<file path="config.mk">
export PLATFORM = sky130hd
export DESIGN_NAME = memory_arbiter
export DESIGN_NICKNAME = d
export VERILOG_FILES = /design/src/rtl/memory_arbiter.sv
export SDC_FILE = /design/constraint.sdc
export NUM_CORES = 1
export LEC_CHECK = 0
export ABC_CLOCK_PERIOD_IN_PS = 2500
export CAP_MARGIN = 10
export CORE_MARGIN = 3
export CORE_UTILIZATION = 37
export CTS_BUF_LIST = sky130_fd_sc_hd__clkbuf_8
export DETAILED_ROUTE_END_ITERATION = 7
export GPL_ROUTABILITY_DRIVEN = 0
export GPL_TIMING_DRIVEN = 1
export HOLD_SLACK_MARGIN = 0.06
export PLACE_DENSITY = 0.85
export SYNTH_ARGS = -nofsm -noshare
export SYNTH_HDL_FRONTEND = slang
export SYNTH_SLANG_ARGS = --single-unit
</file>
<file path="constraint.sdc">
create_clock -name CLK -period 2.5 [get_ports CLK]
set_clock_uncertainty 0.2 [all_clocks]
set_input_delay 0.25 -clock CLK [delete_from_list [all_inputs] [get_ports CLK]]
set_output_delay 0.25 -clock CLK [all_outputs]
set_load 0.01 [all_outputs]
</file>
<file path="src/rtl/memory_arbiter.sv">
// Single-port RAM arbiter between instruction fetch and data memory requesters.
// Optional `MEM_ARB_RR_EN selects round-robin arbitration instead of data-first priority.
module memory_arbiter #(
    parameter int ADDR_W  = 32,
    parameter int DATA_W  = 32,
    parameter int TIMEOUT = 16
) (
    input  logic              CLK,
    input  logic              nRST,
    input  logic              iREN,
    input  logic [ADDR_W-1:0] iaddr,
    output logic [DATA_W-1:0] iload,
    output logic              iwait,
    input  logic              dREN,
    input  logic              dWEN,
    input  logic [ADDR_W-1:0] daddr,
    input  logic [DATA_W-1:0] dstore,
    output logic [DATA_W-1:0] dload,
    output logic              dwait,
    output logic              ramREN,
    output logic              ramWEN,
    output logic [ADDR_W-1:0] ramaddr,
    output logic [DATA_W-1:0] ramstore,
    input  logic [DATA_W-1:0] ramload,
    input  logic [1:0]        ramstate,
    output logic              mem_err
);

    localparam logic [1:0] IDLE = 2'd0;
    localparam logic [1:0] IACC = 2'd1;
    localparam logic [1:0] DACC = 2'd2;

    localparam logic [1:0] RAM_ACCESS = 2'd2;
    localparam logic [1:0] RAM_ERROR  = 2'd3;

    localparam logic [7:0]        TMO_LAST = 8'(TIMEOUT - 1);
    localparam logic [DATA_W-1:0] BAD_DATA = DATA_W'(32'hBAD1BAD1);

    logic [1:0]        state;
    logic [1:0]        state_nxt;
    logic [ADDR_W-1:0] hold_addr;
    logic [DATA_W-1:0] hold_store;
    logic              hold_wr;
    logic [7:0]        wait_cnt;

    logic dreq;
    logic ram_acc;
    logic ram_fail;
    logic icomplete;
    logic dcomplete;
    logic grant_d;
    logic grant_i;

    assign dreq    = dREN | dWEN;
    assign ram_acc = (ramstate == RAM_ACCESS);
    // The cycle holding count TIMEOUT-1 is the last one allowed; ACCESS on it still wins.
    assign ram_fail = !ram_acc && ((ramstate == RAM_ERROR) || (wait_cnt == TMO_LAST));

    assign icomplete = (state == IACC) && iREN && (ram_acc || ram_fail);
    assign dcomplete = (state == DACC) && dreq && (ram_acc || ram_fail);

`ifdef MEM_ARB_RR_EN
    logic last_d;

    assign grant_d = dreq && (!iREN || !last_d);

    always_ff @(posedge CLK or negedge nRST) begin
        if (!nRST) begin
            last_d <= 1'b0;
        end else if (state == IDLE && (dreq || iREN)) begin
            last_d <= grant_d;
        end
    end
`else
    assign grant_d = dreq;
`endif

    assign grant_i = iREN && !grant_d;

    always_comb begin
        state_nxt = state;
        case (state)
            IDLE: begin
                if (grant_d) begin
                    state_nxt = DACC;
                end else if (grant_i) begin
                    state_nxt = IACC;
                end
            end
            IACC:    if (!iREN || icomplete) state_nxt = IDLE;
            DACC:    if (!dreq || dcomplete) state_nxt = IDLE;
            default: state_nxt = IDLE;
        endcase
    end

    always_ff @(posedge CLK or negedge nRST) begin
        if (!nRST) begin
            state      <= IDLE;
            hold_addr  <= '0;
            hold_store <= '0;
            hold_wr    <= 1'b0;
            wait_cnt   <= '0;
            mem_err    <= 1'b0;
        end else begin
            state <= state_nxt;
            if (state == IDLE) begin
                wait_cnt <= '0;
                if (grant_d) begin
                    hold_addr  <= daddr;
                    hold_store <= dstore;
                    hold_wr    <= dWEN;
                end else if (grant_i) begin
                    hold_addr  <= iaddr;
                    hold_store <= '0;
                    hold_wr    <= 1'b0;
                end
            end else if (!ram_acc) begin
                wait_cnt <= wait_cnt + 8'd1;
            end
            if ((icomplete || dcomplete) && ram_fail) begin
                mem_err <= 1'b1;
            end
        end
    end

    always_comb begin
        ramREN   = (state == IACC) || ((state == DACC) && !hold_wr);
        ramWEN   = (state == DACC) && hold_wr;
        ramaddr  = hold_addr;
        ramstore = hold_store;
        iwait    = iREN & !icomplete;
        dwait    = dreq & !dcomplete;
        iload    = '0;
        dload    = '0;
        if (icomplete) begin
            iload = ram_fail ? BAD_DATA : ramload;
        end
        if (dcomplete) begin
            if (ram_fail) begin
                dload = BAD_DATA;
            end else if (!hold_wr) begin
                dload = ramload;
            end
        end
    end

endmodule

</file>
# --- Yosys cells after proc, flatten, opt, wreduce, memory -nomap -nowiden ---
# Index checks and enable logic that the tools add are counted.
classes:
  mux: 18
  n_eq_ne: 9
  n_reduce_logical: 25
  bitwise: 3
  n_addsub: 1
ops:
  columns: ["operator", "count"]
  rows:
  - ["32-bit 2-to-1 mux", 9]
  - ["8-bit 2-to-1 mux", 2]
  - ["1-bit logical AND", 9]
  - ["8-bit by 1-bit adder with 8-bit output (second input constant)", 1]
  - ["8-bit by 4-bit equality test with 1-bit output (second input constant)", 1]
  - ["2-bit 2-to-1 mux", 4]
  - ["2-bit equality test (second input constant)", 3]
  - ["1-bit zero test", 6]
  - ["1-bit logical OR", 6]
  - ["2-bit case mux with 3 select lines", 1]
  - ["2-bit by 1-bit inequality test with 1-bit output (second input constant)", 2]
  - ["3-bit inequality test (second input constant)", 1]
  - ["3-bit AND reduction", 1]
  - ["1-bit AND", 2]
  - ["2-bit by 1-bit equality test with 1-bit output (second input constant)", 1]
  - ["2-bit zero test", 1]
  - ["1-bit 2-to-1 mux", 2]
  - ["2-bit inequality test (second input constant)", 1]
  - ["2-bit AND reduction", 1]
  - ["2-bit nonzero test", 1]
  - ["1-bit bitwise OR", 1]
word_totals:
  reg_bits: 76
  input_bits: 135

# --- Longest topological paths before layout ---
logic_depth:
  ltp_word: 8
  ltp_mapped: 6

# --- Worst setup path before layout ---
# Ideal clock, no wire load.
synth_path:
  path_kind: "flip-flop to output port"
  from: "register wait_cnt[0]"
  to: "output port dload[13]"
  required_time_ns: 2.050
  path_slack_ns: 0.460
  stages_incl_launch_ff: 7
  arrival_ns: 1.590
  path_buffers: 2
  path_cell_list: "dfrtp_1 ha_1 and3_1 clkbuf_1 a31oi_2 buf_4 o2bb2ai_1"
synth_via:
  elab_chain_cells: 6
  word_cells_on_any_way: 7
  classes_between: "eq/ne (1); mux (2); reduce/logical (4)"
synth_lines:
  columns: ["element", "line_no", "rtl"]
  rows:
  - ["start, declared", "44", "logic [7:0] wait_cnt;"]
  - ["start signal, assigned", "118", "wait_cnt <= wait_cnt + 8'd1;"]
  - ["8-bit by 4-bit equality test with 1-bit output (*)", "57", "assign ram_fail = !ram_acc && ((ramstate == RAM_ERROR) || (wait_cnt == TMO_LAST));"]
  - ["1-bit logical OR (*)", "57", null]
  - ["1-bit logical AND (*)", "57", null]
  - ["1-bit logical OR", "60", "assign dcomplete = (state == DACC) && dreq && (ram_acc || ram_fail);"]
  - ["1-bit logical AND", "60", null]
  - ["32-bit 2-to-1 mux (*)", "138", "if (dcomplete) begin"]
  - ["end, declared", "18", "output logic [DATA_W-1:0] dload,"]
# Every way passes the cells marked *; elsewhere a longest branch is shown, timed or not.

# --- Worst setup path in the final report ---
layout_path:
  from: "register wait_cnt[7]"
  to: "output port iload[13]"
layout_via:
  elab_chain_cells: 6
  word_cells_on_any_way: 7
  classes_between: "eq/ne (1); mux (2); reduce/logical (4)"
layout_lines:
  columns: ["element", "line_no", "rtl"]
  rows:
  - ["8-bit by 4-bit equality test with 1-bit output (*)", "57", null]
  - ["1-bit logical OR (*)", "57", null]
  - ["1-bit logical AND (*)", "57", null]
  - ["1-bit logical OR", "59", "assign icomplete = (state == IACC) && iREN && (ram_acc || ram_fail);"]
  - ["1-bit logical AND", "59", null]
  - ["32-bit 2-to-1 mux (*)", "135", "if (icomplete) begin"]
  - ["end, declared", "12", "output logic [DATA_W-1:0] iload,"]
# Marks and branches as above.

==> impl_metrics.tcl <==
set metrics [dict create \
    status "completed" \
    rsz0062_at_grt "true" \
    grt_antenna_before_repair 0 \
    holdPathEnd "mem_err$_DFFE_PN0P_" \
    layout-drive-gt1-share_pct 23.6 \
    synth-seq-area-share_pct 47.8 \
    synthesis.nets 480 \
    post-route-drc-count 0 \
    hold_viol_final 0 \
    r2r_cells 7 \
    fin_tns_setup_ns 0 \
    mostFrequentLayoutCells "clkdlybuf4s50_1 (200), dfrtp_1 (75), mux2_2 (63)" \
    wl_um 14200 \
    grtUsageTotal_pct 22.7 \
    cp_data_arrival_time_ns 2.00 \
    cap_violations 0 \
    r2r_end "ramstore[21]$_DFFE_PN0P_" \
    cp_data_required_time_ns 2.05 \
    p_clk_share_pct 22.5 \
    design.die.area_um2 12000 \
    fp.dieW_um 110 \
    io_pins 268 \
    sw_frac_of_total_pct 29.0 \
    worstSetupPathType "flop to output pin" \
    synth_cell_type_count 41 \
    min_from "mem_err$_DFFE_PN0P_" \
    cpLargestDelayFamily "simple AND/OR/NAND/NOR gates" \
    antenna_cells 0 \
    p_sw_uw 1180 \
    grt_pass1_wl_um 21000 \
    cts_htree_levels 3 \
    min_path_cells 1 \
    grt_overflow 0 \
    setup_ws_ns 0.0503 \
    cts-buffers-inserted 9 \
    wl_per_cell_um 18.5 \
    path_max_fanout 14 \
    initialDrtViolationCount 218 \
    ys.warnings.count 0 \
    synth_area_per_cell_um2 11.6 \
    synth_seq_cells 76 \
    period_share_pct 98.0 \
    cpPeakStageDelay_ns 0.43 \
    cp-end-kind "output pin" \
    tightestPinTransition_ns 0.977 \
    drtAntennaViolNets 0 \
    dpl.hpwl_um 10900 \
    max_freq_mhz 408 \
    cts_root_buf "clkbuf_8" \
    powerDensity_nw_per_um2 560 \
    area.growth.synth_to_final_pct 82.4 \
    grt_pass1_vias 4200 \
    worstPathCellList "nor4_4 -> a21oi_4 -> buf_4 -> buf_6 -> nor3_1 -> clkbuf_2" \
    crit_slowest_cell "nor4_4" \
    finalCoreUtilization_pct 69.9 \
    total_power_uw 4060 \
    cts_buffer_depth 2 \
    worstReg2RegStart "state[1]$_DFFE_PN0P_" \
    dpl_cell_area_um2 6970 \
    insertion_delay_ns 0.34 \
    start_kind "flop" \
    setup_violations 0 \
    grt_max_degree 77 \
    layout_commonest_cell "clkdlybuf4s50_1" \
    pwr-share-comb_pct 37.9 \
    crit_start "wait_cnt[7]$_DFFE_PN0P_" \
    num_vias 4006 \
    dp_slack_ns -0.0671 \
    drv_slew 0 \
    cellLeakagePower_uw 0.00350 \
    rrSetupSlack_ns 0.47 \
    viasPerCell 5.19 \
    path_buf_inv 3 \
    seq_power_share_pct 39.6 \
    timing.hold.worst.class "flop to flop" \
    rows 37 \
    firstDrtPassIters 4 \
    synthCells 344 \
    start_util_pct 38.3 \
    coreArea_um2 10400 \
    max-vdd-ir-drop_uv 371 \
    clk_pin_slew_ns 0.08 \
    portBuffers 267 \
    design_area_um2 7250 \
    num-nets-final 768 \
    fin_crit_ns 2.45 \
    internal_power_uw 2880 \
    cts_sinks 76 \
    die_h_um 110 \
    synth_area_um2 3980 \
    relSlewSlack_pct 34.9 \
    cts_tree "yes" \
]
## power by group through the flow
| stage | Sequential [uW] | Combinational [uW] | Clock (uW) |
|---|---|---|---|
| after global placement | 1620 | 1510 | 0 |
| after detailed placement | 1630 | 1550 | 0 |
| after CTS | 1610 | 1540 | 943 |
| after global routing | 1640 | 1640 | 987 |
| after floorplan | 1730 | 477 | 0 |
| final | 1610 | 1540 | 914 |
## Yosys cell counts, drive strengths merged
cell | number | share of area, %
a211oi | 1 | 0.19
a21o | 1 | 0.19
a21oi | 8 | 1.1
a22o | 33 | 7.3
a31o | 1 | 0.22
a31oi | 1 | 0.31
and2 | 30 | 4.7
and3 | 1 | 0.16
buf | 19 | 3.0
clkbuf | 9 | 0.88
dfrtp | 76 | 48
ha | 1 | 0.31
inv | 3 | 0.28
mux2 | 64 | 18
mux2i | 1 | 0.25
nand2 | 3 | 0.28
nand2b | 3 | 0.47
nand3 | 4 | 0.50
nand3b | 1 | 0.19
nand4 | 1 | 0.16
nor2 | 22 | 2.1
nor2b | 2 | 0.31
nor3 | 19 | 2.5
nor4 | 3 | 1.6
nor4b | 1 | 0.22
o21a | 1 | 0.19
o21ai | 8 | 1.0
o2bb2ai | 18 | 4.0
o31ai | 3 | 0.57
or2 | 1 | 0.16
or3 | 2 | 0.31
or4 | 2 | 0.38
xnor2 | 1 | 0.22
## repair_timing
action / in CTS / in global routing
pin swaps: 1 / 2
setup endpoints to repair: 66 / 51
hold endpoints to repair: 76 / 0
hold buffers: 1 / 0
gates cloned: 0 / 1
buffers inserted: 3 / 6
gates resized for setup: 48 / 76
## routing by layer
metal	vias up	global-route usage [%]	routed length (um)	part of all wire (%)
li1	1838	-	-	-
met1	1931	22.8	4740	33
met2	204	42.6	7600	53
met3	33	7.40	1470	10
met4	0	9.88	433	3.0
met5	-	0	0	0
## worst max-delay path by stage
stage / to / slack (ns) / cells past startpoint
final: iload[13] / 0.05 / 6
after floorplan: dload[13] / 0.46 / 6
after global placement: iload[31] / -0.06 / 7
after detailed placement: iload[31] / -0.07 / 7
after global routing: iload[6] / -0.05 / 6
after CTS: iload[31] / -0.21 / 5
## logic make-up after synthesis
kind of cell,count (synthesis),synth area share [%]
adders and majority gates,1,0.315
DFF,76,47.8
and+or+nand+nor,95,14.1
buffers and inverters,31,4.18
AOI/OAI and AO/OA,75,15.0
xor gates and xnor gates,1,0.220
muxes,65,18.4
## stage by stage
stage	instances	hold WS, ns
floorplan	344	-0.246
global placement	746	0.256
detailed placement	746	0.257
CTS	765	0.275
global route	772	0.299
finish	772	0.274
## registers in the layout, indices dropped and copies added (netlist names)
signal    flops
ramaddr      32
ramstore     32
wait_cnt      8
state         2
hold_wr       1
mem_err       1
## area by class of cell
class | count | area (um2)
clock buffer | 10 | 138
clock inverter | 5 | 52.6
fill | 748 | 3120
inverter | 3 | 11.3
multi-input combinational | 237 | 1980
sequential | 76 | 1900
tap | 136 | 170
timing repair buffer | 305 | 3000
Note: power is estimated with default switching activity, not from simulation.
==> variant 1, RTL diff (config.mk and constraints unchanged) <==
Build with the macro `MEM_ARB_RR_EN` defined.
--- a/src/rtl/memory_arbiter.sv
+++ b/src/rtl/memory_arbiter.sv
@@ -2,2 +2,4 @@
 // Optional `MEM_ARB_RR_EN selects round-robin arbitration instead of data-first priority.
+`define MEM_ARB_RR_EN
+
 module memory_arbiter #(
Function: changed (Yosys sat finds a counterexample within 4 cycles, from zero or initial values and one cycle with nRST low).
==> variant 1 against the unedited design <==
The flow now finishes with violations (negative setup slack). Count of clock-buffer cells in the layout decreased by 1. Largest cell class unchanged. Worst setup slack got worse by 70 ps. Final area rose by 1.3%. Cell count increased by 8.2%. Core utilization grew 0.29 points. Routed wire length is 9.9% higher. Non-clock buffer count grew 13. Area after synthesis rose by 1.5%. Sequential cell count increased by 1.
Power is not compared: it rests on default switching activity, and its combinational part moved more than twofold at a synthesized area within 25%.
==> variant 1: results (changes against the unedited design) <==
Placed Instances 807 (was 746); main area contributors after synthesis dfrtp_1, a221o_1, nor3_2 (was dfrtp_1, mux2_2, a22o_1); PnR worst setup slack -19.3 ps (was 50.3 ps); WHS Endpoint ramstore[15] (was mem_err); setup slack, reg-to-reg 390 ps (was 470 ps); dpl cell area 0.00707 sq mm (was 0.00697 sq mm); Setup violations, final 4 (was 0); commonest cells in the netlist dfrtp_1, nor3_1, a22o_1, inv_1, a221o_1 (was dfrtp_1, mux2_2, a22o_1); Tot GR Track Use 24.8% (was 22.7%); Metal-1 WL 6.13 mm (was 4.74 mm); status finished with violations (was finished, final reports clean); number of global-route vias before repair 4675 (was 4200); Worst Path Arrival 2070 ps (was 2000 ps); reg2reg start state[0] (was state[1]); final hold slack 302 ps (was 274 ps); Synth Net Count 538 (was 480); first-pass GRT wire length 24.6 mm (was 21.0 mm); R2R cell count 5 (was 7); Met3 Wirelength 1.06 mm (was 1.47 mm); Via density 5.38 (was 5.19); clock latency on the worst-skew pair 360 ps (was 340 ps); critical path's slowest cell or4_4 (was nor4_4); sequential area share after synthesis 47.7% (was 47.8%); mux cell area share after synthesis 0.558% (was 18.4%); area fraction in compound gates after synthesis 21.5% (was 15.0%); Distinct cells, synth 40 (was 41); failing checks negative setup slack
[variant 1: changes by cell type after synthesis, sizes merged, moves of 3 or more]
cell | before | now
o2bb2ai | 18 | 1
clkbuf | 9 | 24
a21oi | 8 | 28
nor3 | 19 | 66
buf | 19 | 12
inv | 3 | 33
mux2 | 64 | 2
a221o | 0 | 31
o21ai | 8 | 5
[variant 1: repair_timing]
item / in CTS / in global routing
gates resized for setup: 178 / 30
endpoints found under the hold margin: 77 / 0
hold buffers: 1 / 0
pin swaps: 0 / 10
buffers inserted: 5 / 3
endpoints found under the setup margin: 66 / 46
cloned: 2 / 2
[variant 1: layout make-up]
cell class	instances	area [sq um]
timing repair buffer	318	2950
clock buffer	9	124
inverter	34	128
multi-input combinational	255	1990
tap	136	170
sequential	77	1930
fill	803	3120
clock inverter	6	57.6
[variant 1: worst max-delay path by stage]
stage / from / endpoint / slack [ps] / cells past startpoint
2_1_floorplan: wait_cnt[5] / dload[11] / 430 / 5
3_3_place_gp: wait_cnt[5] / dload[31] / -8 / 5
3_5_place_dp: wait_cnt[5] / dload[31] / -40 / 5
4_1_cts: wait_cnt[5] / dwait / -60 / 4
5_1_grt: wait_cnt[5] / dload[16] / -80 / 5
6_report: wait_cnt[5] / dload[11] / -20 / 5
[variant 1: layer usage]
metal	vias to the layer above	global-route usage, %
li1	2044	-
met1	2180	29.6
met2	226	42.5
met3	39	6.03
met4	0	10.4
met5	-	0
[variant 1: cells by family (layout without fill, tap and decap cells)]
group / Yosys count / after routing
flip-flops: 77 / 77
buffers and inverters: 70 / 367
adder cells (fa/ha/maj): 1 / 1
multiplexers: 2 / 2
AND/OR/NAND/NOR: 141 / 141
XOR/XNOR: 1 / 1
AO/OA/AOI/OAI: 110 / 110
==> variant 2, RTL diff (same flow settings) <==
Without the edit above. Register the output `mem_err` once more, without a reset; this adds one clock of latency there. The other outputs are not delayed to match.
--- a/src/rtl/memory_arbiter.sv
+++ b/src/rtl/memory_arbiter.sv
@@ -37,2 +37,4 @@
     localparam logic [DATA_W-1:0] BAD_DATA = DATA_W'(32'hBAD1BAD1);
+
+    logic mem_err_s0;
 
@@ -102,3 +104,3 @@
             wait_cnt   <= '0;
-            mem_err    <= 1'b0;
+            mem_err_s0 <= 1'b0;
         end else begin
@@ -120,3 +122,3 @@
             if ((icomplete || dcomplete) && ram_fail) begin
-                mem_err <= 1'b1;
+                mem_err_s0 <= 1'b1;
             end
@@ -146,2 +148,6 @@
 
+    always_ff @(posedge CLK) begin
+        mem_err <= mem_err_s0;
+    end
+
 endmodule
Behaviour: not the same (a bounded check fails within 4 cycles, from zero or initial values and one cycle with nRST low).
==> variant 2 against the unedited design <==
Area after synthesis rose by 0.50%. Final area rose by 0.24%. Routed wire length fell by 1.3%. Sequential cell count rose by 1. Total power fell by 1.2%. Worst setup slack improved by 42 ps. Clock power fell by 7.4%. Critical endpoint is now dload[2].
==> variant 2: results (changes against the unedited design) <==
initial antenna violation count 0 (unchanged); Nets 764 (was 768); wire per inst 18.3 um (was 18.5 um); Tot GR Track Use 22.3% (was 22.7%); mux cell area share after synthesis 18.3% (was 18.4%); dpl hpwl 11.0 mm (was 10.9 mm); dpl cell area 0.00700 sq mm (was 0.00697 sq mm); status finished, final reports clean (unchanged); dpl ws -24.4 ps (was -67.1 ps); post-synthesis xor/xnor area fraction 0.219% (was 0.220%); Worst-path clk slew 80 ps (about the same); Distinct cells, synth 42 (was 41); sequential area share after synthesis 48.1% (was 47.8%); reg2reg start state[1] (unchanged); Hold Startpoint mem_err_s0 (was mem_err); clock latency on the worst-skew pair 340 ps (about the same); n_diodes 0 (unchanged); drt pass-1 iters 5 (was 4); delay-heaviest family, CP buffers and inverters (was simple AND/OR/NAND/NOR gates); Synth Net Count 481 (was 480); R2R cell count 5 (was 7); slowest cell delay on critical path 530 ps (was 430 ps); worst rel slew slack 35.9% (was 34.9%); Worst Path Arrival 1960 ps (was 2000 ps); main area contributors after synthesis dfrtp_1, mux2_2, a22o_1 (unchanged); Post-synth ARST share 98.7% (was 100%); number of global-route vias before repair 4050 (was 4200); Port Buffers 267 (unchanged); filler cell count in the final layout 761 (was 748); first-pass GRT wire length 20.5 mm (was 21.0 mm); layout cells sized above 1 20.1% (was 23.6%); Lkg Pwr 0.00335 uW (was 0.00350 uW); CP Launch Point state[0] (was wait_cnt[7]); CTS Buf Count 9 (unchanged); Net Sw Frac 29.4% (was 29.0%); DRT iter0 DRCs 204 (was 218); critical path's slowest cell clkdlybuf4s50_1 (was nor4_4); largest net degree at the start of global routing 77 (unchanged); worst vdd ir 491 uV (was 371 uV); worst hold path type reg2reg (unchanged); hold path depth 0 (was 1); Non-Filler Cell Area, Final 0.00727 sq mm (was 0.00725 sq mm); vias 3933 (was 4006); area fraction in compound gates after synthesis 14.9% (was 15.0%); area share of fa/ha/maj cells after synthesis 0.313% (was 0.315%)
## variant 2: cell count changes after synthesis
| cell | change |
|---|---|
| dfxtp_1 | +1 |
## variant 2: final cells by class
cell class | count | area share, %
clock buffer | 11 | 2.08
inverter | 3 | 0.155
sequential | 77 | 26.5
timing repair buffer | 300 | 41.5
clock inverter | 4 | 0.327
multi-input combinational | 237 | 27.1
tap | 136 | 2.34
## variant 2: cells by family after synthesis
group           Yosys count
compound gates           75
buf+inv                  31
simple gates             95
fa+ha+maj                 1
flops                    77
mux                      65
xor+xnor                  1
## variant 2: power by group through the flow
stage	Sequential (uW)	Clock [uW]	Combinational [uW]
global placement	1630	0	1510
global route	1660	927	1630
CTS	1630	868	1540
floorplan	1740	0	477
detailed placement	1650	0	1540
finish	1630	846	1530
## variant 2: timing repair
| action | CTS | global route |
|---|---|---|
| buffers inserted | 4 | 3 |
| resized for setup | 50 | 26 |
| setup endpoints to repair | 66 | 44 |
| pin swaps | 1 | 1 |
| hold endpoints to repair | 76 | 0 |
| hold buffers | 1 | 0 |
## variant 2: per-layer routing
layer	up-vias	track usage (%)	part of all wire, %
met1	1890	22.8	35
li1	1833	-	-
met4	0	10.3	3.1
met2	185	41.3	53
met3	25	6.81	9.2
met5	-	0	0
## variant 2: worst paths after layout
kind | to | slack [ps]
max in group asynchronous | hold_wr | 1050
setup / recovery | dload[2] | 90
hold / removal | mem_err | 200
setup reg to reg | ramstore[18] | 620
min in group asynchronous | mem_err_s0 | 390
hold reg to reg | mem_err | 200
## variant 2: through the flow
step                instances  setup TNS [ps]
finish                    768               0
global route              768           -77.1
CTS                       765               0
detailed placement        745            -162
global placement          745               0
floorplan                 345               0
